$ cat src/rtl/mini_src_pkg.sv
// Shared definitions for the Mini SRC hardwired control unit.
// Contents: opcode values (IR[31:27]), control-step encodings, bit positions
// of the 40-bit control word, and the last-step lookup per opcode.
package mini_src_pkg;

    localparam int OPW   = 5;
    localparam int STEPW = 3;

    localparam logic [OPW-1:0] OP_LD   = 5'b00000;
    localparam logic [OPW-1:0] OP_LDI  = 5'b00001;
    localparam logic [OPW-1:0] OP_ST   = 5'b00010;
    localparam logic [OPW-1:0] OP_ADD  = 5'b00011;
    localparam logic [OPW-1:0] OP_SUB  = 5'b00100;
    localparam logic [OPW-1:0] OP_AND  = 5'b00101;
    localparam logic [OPW-1:0] OP_OR   = 5'b00110;
    localparam logic [OPW-1:0] OP_ROR  = 5'b00111;
    localparam logic [OPW-1:0] OP_ROL  = 5'b01000;
    localparam logic [OPW-1:0] OP_SHR  = 5'b01001;
    localparam logic [OPW-1:0] OP_SHRA = 5'b01010;
    localparam logic [OPW-1:0] OP_SHL  = 5'b01011;
    localparam logic [OPW-1:0] OP_ADDI = 5'b01100;
    localparam logic [OPW-1:0] OP_ANDI = 5'b01101;
    localparam logic [OPW-1:0] OP_ORI  = 5'b01110;
    localparam logic [OPW-1:0] OP_DIV  = 5'b01111;
    localparam logic [OPW-1:0] OP_MUL  = 5'b10000;
    localparam logic [OPW-1:0] OP_NEG  = 5'b10001;
    localparam logic [OPW-1:0] OP_NOT  = 5'b10010;
    localparam logic [OPW-1:0] OP_BR   = 5'b10011;
    localparam logic [OPW-1:0] OP_JR   = 5'b10100;
    localparam logic [OPW-1:0] OP_JAL  = 5'b10101;
    localparam logic [OPW-1:0] OP_IN   = 5'b10110;
    localparam logic [OPW-1:0] OP_OUT  = 5'b10111;
    localparam logic [OPW-1:0] OP_MFHI = 5'b11000;
    localparam logic [OPW-1:0] OP_MFLO = 5'b11001;
    localparam logic [OPW-1:0] OP_NOP  = 5'b11010;
    localparam logic [OPW-1:0] OP_HALT = 5'b11011;

    // T1 is split into T1A (PC update, single pulse) and T1W (memory read,
    // may be held), so the step register needs one extra bit.
    typedef enum logic [STEPW:0] {
        S_T0  = 4'd0,
        S_T1A = 4'd1,
        S_T1W = 4'd2,
        S_T2  = 4'd3,
        S_T3  = 4'd4,
        S_T4  = 4'd5,
        S_T5  = 4'd6,
        S_T6  = 4'd7,
        S_T7  = 4'd8
    } step_t;

    localparam int CW_W = 40;
    // bus drivers
    localparam int CW_PCOUT = 0,  CW_ZLOWOUT = 1,  CW_ZHIGHOUT = 2,  CW_MDROUT = 3,  CW_HIOUT = 4;
    localparam int CW_LOOUT = 5,  CW_INPORTOUT = 6, CW_COUT = 7,     CW_BAOUT = 8,   CW_ROUT = 9;
    // register loads
    localparam int CW_PCIN = 10,  CW_INCPC = 11,   CW_MARIN = 12,    CW_MDRIN = 13,  CW_IRIN = 14;
    localparam int CW_YIN = 15,   CW_ZIN = 16,     CW_HIIN = 17,     CW_LOIN = 18,   CW_CONIN = 19;
    localparam int CW_OUTPORTIN = 20, CW_RIN = 21;
    // register select and memory strobes
    localparam int CW_GRA = 22,   CW_GRB = 23,     CW_GRC = 24,      CW_READ = 25,   CW_WRITE = 26;
    // ALU operation
    localparam int CW_ADD = 27,   CW_SUB = 28,     CW_AND = 29,      CW_OR = 30,     CW_SHR = 31;
    localparam int CW_SHRA = 32,  CW_SHL = 33,     CW_ROR = 34,      CW_ROL = 35,    CW_MUL = 36;
    localparam int CW_DIV = 37,   CW_NEG = 38,     CW_NOT = 39;

    // Final execute step of each instruction; nop, halt and undefined
    // opcodes finish with the fetch.
    function automatic step_t last_step(input logic [OPW-1:0] op);
        case (op)
            OP_LD, OP_ST:                                    return S_T7;
            OP_MUL, OP_DIV, OP_BR:                           return S_T6;
            OP_LDI, OP_ADD, OP_SUB, OP_AND, OP_OR, OP_ROR,
            OP_ROL, OP_SHR, OP_SHRA, OP_SHL,
            OP_ADDI, OP_ANDI, OP_ORI:                        return S_T5;
            OP_NEG, OP_NOT, OP_JAL:                          return S_T4;
            OP_JR, OP_IN, OP_OUT, OP_MFHI, OP_MFLO:          return S_T3;
            default:                                         return S_T2;
        endcase
    endfunction

endpackage

$ cat src/rtl/control_decode.sv
// Combinational decoder: (step, opcode, CON_FF) -> 40-bit control word.
// Ports:
//   step    in  current control step (T0, T1A, T1W, T2..T7)
//   opcode  in  IR[31:27]
//   con_ff  in  branch condition, only consulted in br T6
//   cw      out control word, bit positions from mini_src_pkg
module control_decode
    import mini_src_pkg::*;
(
    input  step_t             step,
    input  logic [OPW-1:0]    opcode,
    input  logic              con_ff,
    output logic [CW_W-1:0]   cw
);

    // ALU function selected by the opcode itself (R-type, immediate,
    // mul/div, neg/not); empty for every other opcode.
    logic [CW_W-1:0] alu_word;

    always_comb begin
        alu_word = '0;
        case (opcode)
            OP_ADD, OP_ADDI: alu_word[CW_ADD]  = 1'b1;
            OP_SUB:          alu_word[CW_SUB]  = 1'b1;
            OP_AND, OP_ANDI: alu_word[CW_AND]  = 1'b1;
            OP_OR, OP_ORI:   alu_word[CW_OR]   = 1'b1;
            OP_ROR:          alu_word[CW_ROR]  = 1'b1;
            OP_ROL:          alu_word[CW_ROL]  = 1'b1;
            OP_SHR:          alu_word[CW_SHR]  = 1'b1;
            OP_SHRA:         alu_word[CW_SHRA] = 1'b1;
            OP_SHL:          alu_word[CW_SHL]  = 1'b1;
            OP_MUL:          alu_word[CW_MUL]  = 1'b1;
            OP_DIV:          alu_word[CW_DIV]  = 1'b1;
            OP_NEG:          alu_word[CW_NEG]  = 1'b1;
            OP_NOT:          alu_word[CW_NOT]  = 1'b1;
            default:         alu_word = '0;
        endcase
    end

    always_comb begin
        cw = '0;
        case (step)
            S_T0: begin
                cw[CW_PCOUT] = 1'b1; cw[CW_MARIN] = 1'b1; cw[CW_INCPC] = 1'b1; cw[CW_ZIN] = 1'b1;
            end
            S_T1A: begin
                cw[CW_ZLOWOUT] = 1'b1; cw[CW_PCIN] = 1'b1;
            end
            S_T1W: begin
                cw[CW_READ] = 1'b1; cw[CW_MDRIN] = 1'b1;
            end
            S_T2: begin
                cw[CW_MDROUT] = 1'b1; cw[CW_IRIN] = 1'b1;
            end
            S_T3: begin
                case (opcode)
                    OP_LD, OP_LDI, OP_ST: begin
                        cw[CW_GRB] = 1'b1; cw[CW_BAOUT] = 1'b1; cw[CW_YIN] = 1'b1;
                    end
                    OP_ADD, OP_SUB, OP_AND, OP_OR, OP_ROR, OP_ROL, OP_SHR, OP_SHRA, OP_SHL,
                    OP_ADDI, OP_ANDI, OP_ORI: begin
                        cw[CW_GRB] = 1'b1; cw[CW_ROUT] = 1'b1; cw[CW_YIN] = 1'b1;
                    end
                    OP_MUL, OP_DIV: begin
                        cw[CW_GRA] = 1'b1; cw[CW_ROUT] = 1'b1; cw[CW_YIN] = 1'b1;
                    end
                    OP_NEG, OP_NOT: begin
                        cw = alu_word; cw[CW_GRB] = 1'b1; cw[CW_ROUT] = 1'b1; cw[CW_ZIN] = 1'b1;
                    end
                    OP_BR:   begin cw[CW_GRA] = 1'b1; cw[CW_ROUT] = 1'b1; cw[CW_CONIN] = 1'b1; end
                    OP_JR:   begin cw[CW_GRA] = 1'b1; cw[CW_ROUT] = 1'b1; cw[CW_PCIN] = 1'b1; end
                    OP_JAL:  begin cw[CW_PCOUT] = 1'b1; cw[CW_GRB] = 1'b1; cw[CW_RIN] = 1'b1; end
                    OP_MFHI: begin cw[CW_HIOUT] = 1'b1; cw[CW_GRA] = 1'b1; cw[CW_RIN] = 1'b1; end
                    OP_MFLO: begin cw[CW_LOOUT] = 1'b1; cw[CW_GRA] = 1'b1; cw[CW_RIN] = 1'b1; end
                    OP_IN:   begin cw[CW_INPORTOUT] = 1'b1; cw[CW_GRA] = 1'b1; cw[CW_RIN] = 1'b1; end
                    OP_OUT:  begin cw[CW_GRA] = 1'b1; cw[CW_ROUT] = 1'b1; cw[CW_OUTPORTIN] = 1'b1; end
                    default: cw = '0;
                endcase
            end
            S_T4: begin
                case (opcode)
                    OP_LD, OP_LDI, OP_ST: begin
                        cw[CW_COUT] = 1'b1; cw[CW_ADD] = 1'b1; cw[CW_ZIN] = 1'b1;
                    end
                    OP_ADD, OP_SUB, OP_AND, OP_OR, OP_ROR, OP_ROL, OP_SHR, OP_SHRA, OP_SHL: begin
                        cw = alu_word; cw[CW_GRC] = 1'b1; cw[CW_ROUT] = 1'b1; cw[CW_ZIN] = 1'b1;
                    end
                    OP_ADDI, OP_ANDI, OP_ORI: begin
                        cw = alu_word; cw[CW_COUT] = 1'b1; cw[CW_ZIN] = 1'b1;
                    end
                    OP_MUL, OP_DIV: begin
                        cw = alu_word; cw[CW_GRB] = 1'b1; cw[CW_ROUT] = 1'b1; cw[CW_ZIN] = 1'b1;
                    end
                    OP_NEG, OP_NOT: begin cw[CW_ZLOWOUT] = 1'b1; cw[CW_GRA] = 1'b1; cw[CW_RIN] = 1'b1; end
                    OP_BR:          begin cw[CW_PCOUT] = 1'b1; cw[CW_YIN] = 1'b1; end
                    OP_JAL:         begin cw[CW_GRA] = 1'b1; cw[CW_ROUT] = 1'b1; cw[CW_PCIN] = 1'b1; end
                    default: cw = '0;
                endcase
            end
            S_T5: begin
                case (opcode)
                    OP_LD, OP_ST: begin cw[CW_ZLOWOUT] = 1'b1; cw[CW_MARIN] = 1'b1; end
                    OP_LDI, OP_ADD, OP_SUB, OP_AND, OP_OR, OP_ROR, OP_ROL, OP_SHR, OP_SHRA, OP_SHL,
                    OP_ADDI, OP_ANDI, OP_ORI: begin
                        cw[CW_ZLOWOUT] = 1'b1; cw[CW_GRA] = 1'b1; cw[CW_RIN] = 1'b1;
                    end
                    OP_MUL, OP_DIV: begin cw[CW_ZLOWOUT] = 1'b1; cw[CW_LOIN] = 1'b1; end
                    OP_BR:          begin cw[CW_COUT] = 1'b1; cw[CW_ADD] = 1'b1; cw[CW_ZIN] = 1'b1; end
                    default: cw = '0;
                endcase
            end
            S_T6: begin
                case (opcode)
                    OP_LD:          begin cw[CW_READ] = 1'b1; cw[CW_MDRIN] = 1'b1; end
                    OP_ST:          begin cw[CW_GRA] = 1'b1; cw[CW_ROUT] = 1'b1; cw[CW_MDRIN] = 1'b1; end
                    OP_MUL, OP_DIV: begin cw[CW_ZHIGHOUT] = 1'b1; cw[CW_HIIN] = 1'b1; end
                    // Branch target is always driven; PC only loads when taken.
                    OP_BR:          begin cw[CW_ZLOWOUT] = 1'b1; cw[CW_PCIN] = con_ff; end
                    default: cw = '0;
                endcase
            end
            S_T7: begin
                case (opcode)
                    OP_LD:   begin cw[CW_MDROUT] = 1'b1; cw[CW_GRA] = 1'b1; cw[CW_RIN] = 1'b1; end
                    OP_ST:   cw[CW_WRITE] = 1'b1;
                    default: cw = '0;
                endcase
            end
            default: cw = '0;
        endcase
    end

endmodule

$ cat src/rtl/control_sequencer.sv
// Hardwired control unit for the Mini SRC DataPath. Steps through fetch
// (T0, T1A, T1W, T2) and the opcode's execute steps, stalls memory steps
// until Mem_Ready, and stops at an instruction boundary on HALT or Stop.
// Ports:
//   Clock, Clear_n (synchronous, active-low)
//   IR[31:0]   instruction register (only IR[31:27] used)
//   CON_FF     branch condition; Mem_Ready completes Read/Write steps
//   Stop       level request to halt at the next instruction boundary
//   Run        1 while executing, 0 once halted
//   remaining outputs: DataPath bus drivers, register loads, register
//   selects, memory strobes and one-hot ALU operation
// The end-of-fetch decision for nop/halt is taken at the T2 edge, so IR
// must already present the instruction being fetched by the end of T2.
module control_sequencer
    import mini_src_pkg::*;
(
    input  logic        Clock,
    input  logic        Clear_n,
    input  logic [31:0] IR,
    input  logic        CON_FF,
    input  logic        Mem_Ready,
    input  logic        Stop,
    output logic        Run,
    output logic        PCout, Zlowout, Zhighout, MDRout, HIout, LOout, InPortout, Cout, BAout, Rout,
    output logic        PCin, IncPC, MARin, MDRin, IRin, Yin, Zin, HIin, LOin, CONin, OutPortIn, Rin,
    output logic        Gra, Grb, Grc, Read, Write,
    output logic        ADD, SUB, AND, OR, SHR, SHRA, SHL, ROR, ROL, MUL, DIV, NEG, NOT
);

    step_t           step_reg, step_next;
    logic            run_reg, run_next;
    // Set while Clear_n is sampled low; keeps outputs quiet until the first
    // edge after release, after which T0 is shown.
    logic            hold_reg;
    logic [OPW-1:0]  opcode;
    logic [CW_W-1:0] cw_raw, cw;
    logic            active, mem_wait, at_end;
    logic            unused_ir;

    assign opcode    = IR[31:27];
    assign unused_ir = ^IR[26:0];

    control_decode u_decode (
        .step   (step_reg),
        .opcode (opcode),
        .con_ff (CON_FF),
        .cw     (cw_raw)
    );

    always_comb begin
        active    = run_reg && !hold_reg;
        cw        = active ? cw_raw : '0;
        mem_wait  = (cw[CW_READ] || cw[CW_WRITE]) && !Mem_Ready;
        at_end    = (step_reg == last_step(opcode));
        step_next = step_reg;
        run_next  = run_reg;
        if (active && !mem_wait) begin
            // T7 (or any unused encoding) can only ever fall back to T0.
            if (at_end || step_reg >= S_T7) begin
                step_next = S_T0;
                if (Stop || opcode == OP_HALT) begin
                    run_next = 1'b0;
                end
            end else begin
                step_next = step_t'(step_reg + 4'd1);
            end
        end
    end

    always_ff @(posedge Clock) begin
        if (!Clear_n) begin
            step_reg <= S_T0;
            run_reg  <= 1'b1;
            hold_reg <= 1'b1;
        end else begin
            step_reg <= step_next;
            run_reg  <= run_next;
            hold_reg <= 1'b0;
        end
    end

    assign Run       = run_reg;
    assign PCout     = cw[CW_PCOUT];
    assign Zlowout   = cw[CW_ZLOWOUT];
    assign Zhighout  = cw[CW_ZHIGHOUT];
    assign MDRout    = cw[CW_MDROUT];
    assign HIout     = cw[CW_HIOUT];
    assign LOout     = cw[CW_LOOUT];
    assign InPortout = cw[CW_INPORTOUT];
    assign Cout      = cw[CW_COUT];
    assign BAout     = cw[CW_BAOUT];
    assign Rout      = cw[CW_ROUT];
    assign PCin      = cw[CW_PCIN];
    assign IncPC     = cw[CW_INCPC];
    assign MARin     = cw[CW_MARIN];
    assign MDRin     = cw[CW_MDRIN];
    assign IRin      = cw[CW_IRIN];
    assign Yin       = cw[CW_YIN];
    assign Zin       = cw[CW_ZIN];
    assign HIin      = cw[CW_HIIN];
    assign LOin      = cw[CW_LOIN];
    assign CONin     = cw[CW_CONIN];
    assign OutPortIn = cw[CW_OUTPORTIN];
    assign Rin       = cw[CW_RIN];
    assign Gra       = cw[CW_GRA];
    assign Grb       = cw[CW_GRB];
    assign Grc       = cw[CW_GRC];
    assign Read      = cw[CW_READ];
    assign Write     = cw[CW_WRITE];
    assign ADD       = cw[CW_ADD];
    assign SUB       = cw[CW_SUB];
    assign AND       = cw[CW_AND];
    assign OR        = cw[CW_OR];
    assign SHR       = cw[CW_SHR];
    assign SHRA      = cw[CW_SHRA];
    assign SHL       = cw[CW_SHL];
    assign ROR       = cw[CW_ROR];
    assign ROL       = cw[CW_ROL];
    assign MUL       = cw[CW_MUL];
    assign DIV       = cw[CW_DIV];
    assign NEG       = cw[CW_NEG];
    assign NOT       = cw[CW_NOT];

endmodule
$ cat config.mk
export PLATFORM = sky130hd
export DESIGN_NAME = control_sequencer
export DESIGN_NICKNAME = d
export VERILOG_FILES = /design/src/rtl/mini_src_pkg.sv /design/src/rtl/control_decode.sv /design/src/rtl/control_sequencer.sv
export SDC_FILE = /design/constraint.sdc
export NUM_CORES = 1
export LEC_CHECK = 0
export ABC_AREA = 1
export ABC_CLOCK_PERIOD_IN_PS = 2100
export CAP_MARGIN = 30
export CORE_ASPECT_RATIO = 1.1
export CORE_MARGIN = 3
export CORE_UTILIZATION = 38
export CTS_CLUSTER_SIZE = 16
export DETAILED_ROUTE_END_ITERATION = 8
export PLACE_DENSITY = 0.76
export SETUP_SLACK_MARGIN = 0.05
export SLEW_MARGIN = 20
export SYNTH_ARGS = -nofsm -noshare
export SYNTH_HDL_FRONTEND = slang
export SYNTH_HIERARCHICAL = 1
export SYNTH_SLANG_ARGS = --single-unit
export TNS_END_PERCENT = 100
$ cat constraint.sdc
create_clock -name Clock -period 2.1 [get_ports Clock]
set_input_delay 0.63 -clock Clock [delete_from_list [all_inputs] [get_ports Clock]]
set_output_delay 0.63 -clock Clock [all_outputs]
set_load 0.01 [all_outputs]
==> summary.txt, run 1 <==
Clock tree
  – Clk pin slew, worst setup/hold paths: 0.04 ns
  – CTS tree: done
  – Clock Sinks: 6
  – Skew-Pair Late Insertion Delay: 0.23 ns
  – Clock buffer depth: 2
  – H-tree depth: 1
  – TritonCTS Buffers: 3
  – CTS root buffer: clkbuf_8

Power
  – Gate power share: 0.694
  – Sw power: 0.5062 mW
  – Sequential share of power: 0.136
  – Power Internal: 0.5559 mW
  – Total power: 1.062 mW
  – Sw Share: 0.4766
  – LEAKAGE: 1.791 nW
  – Power per cell area: approximately 290 nW/µm²
  – Clock power share: 0.170
  – Max VDD drop: 0.0003844 V

Route
  – Met1 Wirelength: between 3000 and 4000 µm
  – Via density: 6.044
  – Total wire length: around 12000 µm
  – Met3 wire length: 1392 µm
  – Total number of vias: 3300
  – Top Metal Used: met4
  – DRT Pass-1 Iters: 7
  – WL/cell: 21.45 µm
  – Starting DRC count in detailed routing: 471
  – Antenna-violating nets left: 0
  – Wire length on met2: 5307 µm
  – DRC: 0

Synthesis
  – Sequential cell area fraction in the yosys report: 0.07500
  – Yosys reg bits: 6
  – Syn_nets: slightly below 400
  – Syn. warnings: 6
  – Mapped Avg Cell Area: 4.656 µm²
  – Distinct cell type count after synthesis: 30
  – Cell Area, Synth: 1602 µm²
  – Cell count after synthesis: between 300 and 400

Finish
  – Share of cells above drive strength 1: 0.6296
  – Final instance area: 3721 µm²
  – Reg area: 128.9 µm²
  – Diodes inserted: 0
  – Fill cells: 142
  – Multi-input gate area: about 1800 µm²
  – Number of flip-flops in the largest register: 4
  – Area delta synth->final: 132.3%
  – NumNets Final: 537

Global routing
  – Largest net degree at the start of global routing: 42
  – Overall routing resource usage: 0.3257
  – Congestion Overflow GR: 0
  – First-pass GRT wire length: between 10000 and 15000 µm
  – Vias in the first global route: 2786
  – Initial antenna violation count: 0

Hold path
  – Min-delay worst type: flip-flop to flip-flop

Setup path
  – Critical path type: primary input to output port
  – CP max FO: 4
  – Element type at the critical path end: output port
  – Critical Path RT: 1.47 ns
  – Worst Path Arrival: 2.29 ns
  – Startpoint Class: primary input

Placed design
  – DPL Wire Length: approximately 4600 µm
  – GPL Wtd Cong: 0.9541
  – Dpl cell area: 2803 µm²
  – Port buffer count: 50

STA
  – Max Fclk: 0.3422 GHz
  – Max Slew Vio Count: 0
  – Fin crit period: 2.922 ns
  – Fin. Hold Viols: 0
  – Hold slack: 0.4948 ns
  – Max-slew headroom: 0.7274
  – Period utilisation layout: 1.391
  – Min setup slack post-route: -0.8219 ns
  – Unrepaired setup endpoints after global routing: yes
  – # setup viols final: 43
  – Skew final: 0.004179 ns
  – Worst-Margin Slew: 0.4083 ns

Die
  – Die ar.: between 5000 and 6000 µm²
  – Row cnt: 24
  – Starting density of the core: 0.3980
  – Core area: between 4000 and 5000 µm²
  – Die Span Y: ~74 µm
  – Die X: 67.90 µm
  – # IOs: between 70 and 80

Run status
  – Failing checks: negative setup slack
  – Status: complete, but fails checks

Job
  – Maxcap violations: 0
==> routing by layer <==
layer  vias to the layer above  global-route usage
met5                         -                   0
met4                         0              0.2009
met3                       124             0.03927
met2                       354              0.5870
met1                      1475              0.3581
li1                       1347                   -
==> Yosys cell counts <==
library cell  instances  area share
o21ai_1               1      0.0031
a2111oi_0             2       0.011
nor2_4                1      0.0070
o221ai_1              1      0.0055
nand2_1              69        0.16
o21bai_1              1      0.0047
a41o_2                1      0.0070
ha_1                  4       0.031
o21ai_0               8       0.025
xor2_1                2       0.011
inv_1                75        0.18
nor3_4                1       0.010
a21oi_1               9       0.028
nor2_1              105        0.25
nand4_1               2      0.0078
dfxtp_1               6       0.075
nor2_2                2      0.0078
o22ai_1               2      0.0078
buf_6                 1      0.0070
clkbuf_1              4      0.0094
a31oi_1               1      0.0039
nand2_2               4       0.016
o2111ai_1             1      0.0055
o211ai_1              2      0.0094
nor3_1                5       0.016
buf_2                 2      0.0063
nand3_1              27       0.084
inv_2                 3      0.0070
nand3b_1              1      0.0047
a41oi_1               1      0.0055
==> worst max-delay path, cell delays in order <==
cell,delay (ns)
buf_8,0.08
buf_6,0.11
nor2_4,0.06
buf_12,0.13
buf_6,0.11
nand3_4,0.11
nand2_4,0.08
buf_4,0.14
nor2_1,0.20
nand2_1,0.15
a21oi_2,0.18
nand3_2,0.08
inv_2,0.05
nor2_1,0.03
buf_2,0.14
==> final cells by class <==
cell class	instances	area share
flip-flops and latches	6	0.03463
clock buffers	3	0.01110
well taps	52	0.01748
inverters	78	0.09146
repair buffers	154	0.3541
multi-input cells	253	0.4913
==> per-stage QoR <==
stage          setup slack, ns  instances  utilization  setup TNS, ns
2_1_floorplan         -0.08004        344            -        -0.6812
3_3_place_gp            -1.301        510       0.6965         -48.50
3_5_place_dp            -1.335        510       0.6965         -50.02
4_1_cts                -0.5206        534       0.8069         -14.29
5_1_grt                -0.8132        546       0.9248         -23.24
6_report               -0.8219        546       0.9248         -20.87
==> what timing repair did <==
| item | in CTS | in global routing |
|---|---|---|
| setup endpoints to repair | 45 | 45 |
| hold buffers | 0 | 0 |
| buffers inserted | 27 | 17 |
| cloned | 0 | 1 |
| gates resized for setup | 300 | 114 |
| pin swaps | 46 | 44 |
==> worst paths after layout <==
check / endpoint / depth (start not counted) / slack [ns] / from
setup reg to reg: step_reg[1] / 14 / -0.22 / step_reg[3]
hold reg to reg: Run / 2 / 0.49 / Run
setup / recovery: Gra / 15 / -0.82 / IR[30]
hold / removal: Run / 2 / 0.49 / Run
==> power groups by stage <==
stage	logic, mW	clock network [mW]	registers (mW)
after floorplan	0.232	0	0.141
after global placement	0.465	0	0.138
after detailed placement	0.471	0	0.138
after CTS	0.549	0.182	0.139
after global routing	0.767	0.189	0.146
final	0.737	0.180	0.145
==> layout by cell type, fill, tap and decap left out, drive strengths merged <==
| cell type | count |
|---|---|
| o22ai | 2 |
| nand3b | 1 |
| dfxtp | 6 |
| a21oi | 9 |
| clkbuf | 4 |
| o211ai | 2 |
| clkdlybuf4s15 | 2 |
| xor2 | 2 |
| buf | 146 |
| o221ai | 1 |
| a41o | 1 |
| nand4 | 2 |
| o21bai | 1 |
| nor3 | 6 |
| nand3 | 27 |
| o21ai | 9 |
| nor2 | 108 |
| a31oi | 1 |
| clkdlybuf4s50 | 5 |
| clkinv | 2 |
| inv | 76 |
| a41oi | 1 |
| o2111ai | 1 |
| a2111oi | 2 |
| nand2 | 73 |
| ha | 4 |
==> logic make-up after synthesis <==
kind of cell	Yosys count	share of synthesized area
simple gates	217	0.5609
compound gates	30	0.1164
xor+xnor	2	0.01094
flops	6	0.07500
fa+ha+maj	4	0.03125
buf+inv	85	0.2055
(Power assumes the default switching activity.)
==> run 2: changes to the inputs <==
Settings changed: GPL_TIMING_DRIVEN set to 0, TNS_END_PERCENT 100 to 1.
==> run 2 against run 1 <==
Net effect: the run still ends with negative setup slack left; wire length decreased by 34%; register-to-register slack improved by 0.56 ns; final cell count decreased by 11%; critical path depth decreased by 4; sequential share of layout area increased by 0.96 points; sequential power about the same; first-iteration DRC count decreased by 39%; global-route usage decreased by 4.0 points; total power decreased by 23%; design area decreased by 19%; critical path type unchanged.
==> summary.txt, run 2 (synthesized netlist as in run 1, its figures left out) <==
Global routing
  – First-pass GRT wire length: 11170 µm
  – Congestion Overflow GR: 0
  – GR met1 Demand/Resource: 0.3424
  – Overall routing resource usage: 0.2854
  – Grt met3 use: 0.02266
  – Vias in the first global route: 2420
  – Initial antenna violation count: 0
  – Gr busiest metal: met2
  – Largest net degree at the start of global routing: 11
  – Grt met2 use: 0.5232

Clock tree
  – Clock buffer depth: 2
  – TritonCTS Buffers: 3
  – CTS root buffer: clkbuf_8
  – CTS Hold Bufs: 0
  – Skew-Pair Late Insertion Delay: 0.22 ns
  – CTS tree: done
  – H-tree depth: 1
  – Clock Sinks: 6
  – Clk pin slew, worst setup/hold paths: approximately 0.030 ns

Finish
  – Final Util: 0.7456
  – Most common cell after layout, fill and taps aside: nor2_1
  – Number of flip-flops in the largest register: 4
  – NumNets Final: between 400 and 500
  – Area delta synth->final: 87.34%
  – Share of cells above drive strength 1: 0.4468
  – Diodes inserted: 0
  – Most frequent cells in the layout: nor2_1 (72), inv_1 (64), nand2_1 (46), buf_2 (31), buf_4 (29)

Setup path
  – Buf/Inv on CP: 4
  – Slowest stage delay, CP: 0.25 ns
  – Critical Path RT: ~1.5 ns
  – Critical path type: primary input to output port
  – Crit path max-delay cell type: o21bai_1
  – Family with the most delay on the worst path: simple AND/OR/NAND/NOR gates
  – Element type at the critical path end: output port
  – Worst Path Arrival: 1.98 ns
  – CP max FO: 7
  – Critical path cell sequence: buf_12 -> nor2_4 -> inv_1 -> nor2_2 -> nor2_1 -> nand3_1 -> o21bai_1 -> nand3_1 -> inv_1 -> nor2_1 -> buf_2
  – Startpoint Class: primary input

Die
  – Row cnt: 24
  – # IOs: 78
  – Core area: 4024 µm²
  – Die X: 67.90 µm
  – Die ar.: 5031 µm²
  – Starting density of the core: 0.3980
  – Die Span Y: 74.09 µm

STA
  – # setup viols final: 40
  – Max Fclk: 0.3827 GHz
  – Max Slew Vio Count: 0
  – Period utilisation layout: 1.244
  – Worst-Margin Slew: roughly 0.36 ns
  – Setup_tns: -13.37 ns
  – Skew final: 0.001585 ns
  – Unrepaired setup endpoints after global routing: yes
  – Max-slew headroom: 0.7618
  – Fin. Hold Viols: 0
  – Fin crit period: around 2.6 ns
  – Hold slack: 0.4708 ns
  – Min setup slack post-route: -0.5132 ns

Run status
  – Status: complete, but fails checks
  – Failing checks: negative setup slack

Power
  – Sw power: around 0.37 mW
  – Gate power share: 0.615
  – Sequential share of power: 0.180
  – Clock power share: 0.205
  – LEAKAGE: 1.456 nW
  – Sw Share: 0.4490
  – Power Internal: around 0.45 mW
  – Max VDD drop: around 0.0004 V
  – Power per cell area: 271.3 nW/µm²

Route
  – DRC: 0
  – Antenna-violating nets left: 0
  – Starting DRC count in detailed routing: 287
  – Total wire length: ~7700 µm
  – DRT Pass-1 Iters: 6
  – Via density: 5.521
  – Total number of vias: roughly 2700
  – WL/cell: 15.85 µm

Hold path
  – Min-delay worst type: flip-flop to flip-flop

Placed design
  – GPL Wtd Cong: 0.9545
  – DPL Wire Length: 4078 µm
  – Port buffer count: 50

Job
  – Maxcap violations: 0
## run 2: cell types whose count changed in the layout (fill, tap and decap cells not counted), sizes merged
cell / change
buf: -72
clkbuf: +2
clkdlybuf4s15: +2
clkdlybuf4s50: +2
clkinv: -2
dlygate4sd2: +4
inv: +2
## run 2: area by class of cell
class,instances,area (µm²)
fillers,329,1023
multi-input cells,253,1670
clock buffers,3,41.29
repair buffers,85,701.9
well taps,52,65.06
plain buffers,7,61.31
inverters,78,327.8
flip-flops and latches,6,132.6
## run 2: path summary, 6_finish.rpt
kind / cells after the start / start / to / slack, ns
setup / recovery: 11 / IR[29] / Rin / -0.51
hold / removal: 2 / Run / Run / 0.47
setup reg to reg: 11 / step_reg[1] / step_reg[1] / 0.34
hold reg to reg: 2 / Run / Run / 0.47
## run 2: power by group through the flow
stage / combinational (mW) / sequential, mW / clock [mW]
after floorplan: 0.219 / 0.140 / 0
after global placement: 0.335 / 0.143 / 0
after detailed placement: 0.338 / 0.143 / 0
after CTS: 0.451 / 0.144 / 0.172
after global routing: 0.545 / 0.149 / 0.182
final: 0.500 / 0.147 / 0.167
## run 2: worst reg2reg max path: cells and delay by family (launching register included)
family | cells | cell delay (ns)
AND/OR/NAND/NOR | 5 | 0.45
AO/OA/AOI/OAI | 3 | 0.45
flip-flops | 1 | 0.41
buffers and inverters | 3 | 0.32
## run 2: repair_timing
action,4_1_cts,5_1_grt
setup buffers,29,6
resized for setup,294,47
endpoints found under the setup margin,45,44
gates cloned,1,0
pin swaps,41,19
## run 2: per-layer routing
| metal | part of all wire | vias to the layer above |
|---|---|---|
| met5 | 0 | - |
| met4 | 0.065 | 0 |
| met3 | 0.091 | 52 |
| met2 | 0.48 | 187 |
| met1 | 0.37 | 1197 |
| li1 | - | 1236 |
## run 2: metrics by stage
stage / power [mW] / cell area (µm²) / cells / worst slack (ns)
2_1_floorplan: 0.3593 / 1667 / 344 / -0.08246
3_3_place_gp: 0.4782 / 2232 / 446 / -1.556
3_5_place_dp: 0.4811 / 2232 / 446 / -1.568
4_1_cts: 0.7679 / 2844 / 478 / -0.3711
5_1_grt: 0.8756 / 3000 / 484 / -0.5747
6_report: 0.8140 / 3000 / 484 / -0.5132
==> run 3: changes to the inputs <==
Settings changed: ABC_AREA 1 to not set.
==> run 3 against run 2 <==
Net effect: the run still ends with negative setup slack left; sequential cell count stayed put; maximum frequency is 5.6% lower; die area decreased by 0.37%; critical endpoint is now Gra; largest cell class unchanged.
==> summary.txt, run 3 <==
Synthesis
  – Post-Synth Adder-Cell Area: 0.03137
  – Synth Flop Type: dfxtp_1
  – Post-synth EDFFs: 0
  – Yosys reg bits: 6
  – Cell count after synthesis: 245
  – Area share of the largest cell type after synthesis: 0.1686
  – Mapped Avg Cell Area: about 6.5 µm²
  – Cell Area, Synth: 1595 µm²
  – Syn_nets: roughly 290
  – Dominant cells by area after synthesis: and2_1 (17%), dfxtp_1 (7.5%), nor2_1 (6.6%)
  – Top-count cell post-synth: and2_1
  – Simple-gate share of the synthesized area: 0.5624
  – Compound-gate portion of the synthesized area: 0.2329
  – Distinct cell type count after synthesis: 61
  – Mux share of post-synthesis cell area: 0.006275
  – Syn. warnings: 6
  – Sequential cell area fraction in the yosys report: 0.07529
  – Largest family of logic cells by synthesized area: simple AND/OR/NAND/NOR gates
  – Area leader, netlist: and2_1
  – XOR/XNOR Fraction of Synth Area: 0.01098
  – Asr flop ratio synth: 0
  – Top post-synthesis cells by count: and2_1 (43), nor2_1 (28), nand2_1 (17), a21oi_1 (14)

STA
  – Max-slew headroom: 0.6667
  – Max Fclk: 0.3613 GHz
  – Skew final: roughly 0.0064 ns
  – Min setup slack post-route: -0.6675 ns
  – Max Slew Vio Count: 0
  – Worst-Margin Slew: 0.4988 ns
  – Unrepaired setup endpoints after global routing: yes
  – # setup viols final: 41
  – Fin. Hold Viols: 0
  – Fin crit period: between 2 and 3 ns
  – Setup_tns: -12.98 ns
  – Period utilisation layout: 1.318

Hold path
  – Hold Startpoint: step_reg[3]
  – Worst hold endpoint: step_reg[3]
  – Worst hold path depth: 2
  – Min-delay worst type: flip-flop to flip-flop

Finish
  – Most common cell after layout, fill and taps aside: and2_1
  – Number of flip-flops in the largest register: 4
  – Diodes inserted: 0
  – Final Util: 0.6463
  – Share of cells above drive strength 1: 0.4399
  – Final instance area: ~2600 µm²
  – Area delta synth->final: 61.80%
  – NumNets Final: 359
  – Most frequent cells in the layout: and2_1 (41), buf_2 (24), nor2_1 (21), buf_6 (18), buf_4 (17)
  – Fill cells: 360

Clock tree
  – H-tree depth: 1
  – CTS root buffer: clkbuf_8
  – Clock buffer depth: 2
  – Clk pin slew, worst setup/hold paths: 0.04 ns
  – TritonCTS Buffers: 3
  – Clock Sinks: 6
  – Skew-Pair Late Insertion Delay: 0.23 ns
  – CTS tree: done
  – CTS Hold Bufs: 0

Route
  – WL/cell: about 15 µm
  – DRT Pass-1 Iters: 5
  – Total wire length: 5693 µm
  – DRC: 0
  – Starting DRC count in detailed routing: 141
  – Via density: 5.804
  – Antenna-violating nets left: 0
  – Total number of vias: 2136

Setup path
  – Most frequent CP cell: buf_6
  – Critical Path RT: 1.47 ns
  – Critical path type: primary input to output port
  – Slowest stage delay, CP: 0.53 ns
  – Critical path cell sequence: buf_8 -> buf_6 -> or3_4 -> or4b_4 -> nand4_1 -> and2_4 -> buf_6
  – Buf/Inv on CP: 3
  – R2R cell count: 8
  – CP max FO: 6
  – Family with the most delay on the worst path: simple AND/OR/NAND/NOR gates
  – Worst Path Arrival: 2.14 ns
  – Startpoint Class: primary input
  – R2R setup slack: 0.01 ns
  – Crit path max-delay cell type: or4b_4
  – RR Endpoint: step_reg[2]
  – CP Depth: 7
  – Launching point of the worst reg2reg path: step_reg[2]
  – Element type at the critical path end: output port

Run status
  – Failing checks: negative setup slack
  – Status: complete, but fails checks

Global routing
  – First-pass GRT wire length: 8783 µm
  – Vias in the first global route: 1905
  – Congestion Overflow GR: 0
  – Overall routing resource usage: 0.2211
  – Initial antenna violation count: 0
  – Largest net degree at the start of global routing: 13

Die
  – Core area: 3994 µm²
  – Die X: about 68 µm
  – Starting density of the core: 0.3994
  – Die Span Y: 73.96 µm
  – Row cnt: 24
  – Die ar.: 5012 µm²
  – # IOs: 78

Power
  – Max VDD drop: 0.0004968 V
  – LEAKAGE: between 1 and 1.5 nW
  – Power per cell area: around 240 nW/µm²
  – Total power: approximately 0.63 mW

Placed design
  – Dpl cell area: 2172 µm²
  – Port buffer count: 50
  – GPL Wtd Cong: a little over 0.9
  – DPL Wire Length: around 3800 µm

Job
  – Maxcap violations: 0
==> run 3: changes by cell type after synthesis, moves of 6 or more <==
cell	previous run	this run
and2_1	0	43
clkbuf_1	4	11
inv_1	75	8
nand2_1	69	17
nand2b_1	0	8
nand3_1	27	8
nor2_1	105	28
nor3_1	5	11
==> run 3: worst max path at each step <==
stage / startpoint / endpoint / slack, ns
after floorplan: IR[29] / PCin / -0.37
after global placement: IR[29] / Grb / -1.56
after detailed placement: IR[29] / Grb / -1.59
after CTS: IR[29] / Gra / -0.63
after global routing: IR[29] / Gra / -0.69
final: IR[29] / Gra / -0.67
==> run 3: report_power, final <==
part,switching (mW),internal [mW]
clock network,0.0525,0.123
registers,0.00563,0.117
logic,0.178,0.155
==> run 3: cells by family after synthesis <==
kind of cell | count (synthesis)
compound gates | 53
xor+xnor | 2
fa+ha+maj | 4
buf+inv | 28
flops | 6
mux | 1
simple gates | 151
==> run 3: worst reg2reg max path: stages, from the launching register on <==
cell	delay (ns)
dfxtp_4	0.35
buf_6	0.14
or4b_4	0.57
nor3_4	0.16
nor2_2	0.07
o21a_2	0.24
nand2_1	0.07
o21ai_0	0.07
a2111oi_1	0.30
==> run 3: final cells by class <==
type / count / area (µm²) / area share
clock buffer: 3 / 41.29 / 0.01600
buffer: 19 / 215.2 / 0.08337
tap: 52 / 65.06 / 0.02521
inverter: 8 / 30.03 / 0.01163
timing repair buffer: 69 / 546.8 / 0.2118
multi-input combinational: 211 / 1550 / 0.6006
sequential: 6 / 132.6 / 0.05138
==> run 3: stage by stage <==
stage / hold slack [ns] / std cells / setup WS [ns]
2_1_floorplan: 0.4981 / 245 / -0.3665
5_1_grt: 0.5684 / 368 / -0.6919
3_5_place_dp: 0.5727 / 347 / -1.593
6_report: 0.5285 / 368 / -0.6675
4_1_cts: 0.5277 / 362 / -0.6291
3_3_place_gp: 0.5373 / 347 / -1.562
==> run 3: metal layers <==
| layer | share of wire | vias up | wire, µm | GRT usage |
|---|---|---|---|---|
| met5 | 0 | - | 0 | 0 |
| met3 | 0.071 | 20 | 402 | 0.01360 |
| met2 | 0.51 | 102 | 2905 | 0.4043 |
| li1 | - | 1011 | - | - |
| met4 | 0.027 | 0 | 153 | 0.07726 |
| met1 | 0.39 | 1003 | 2232 | 0.2708 |
==> run 3: what timing repair did <==
| action | CTS | global route |
|---|---|---|
| resized for setup | 224 | 58 |
| setup buffers | 13 | 6 |
| setup endpoints to repair | 45 | 45 |
| pin swaps | 18 | 16 |
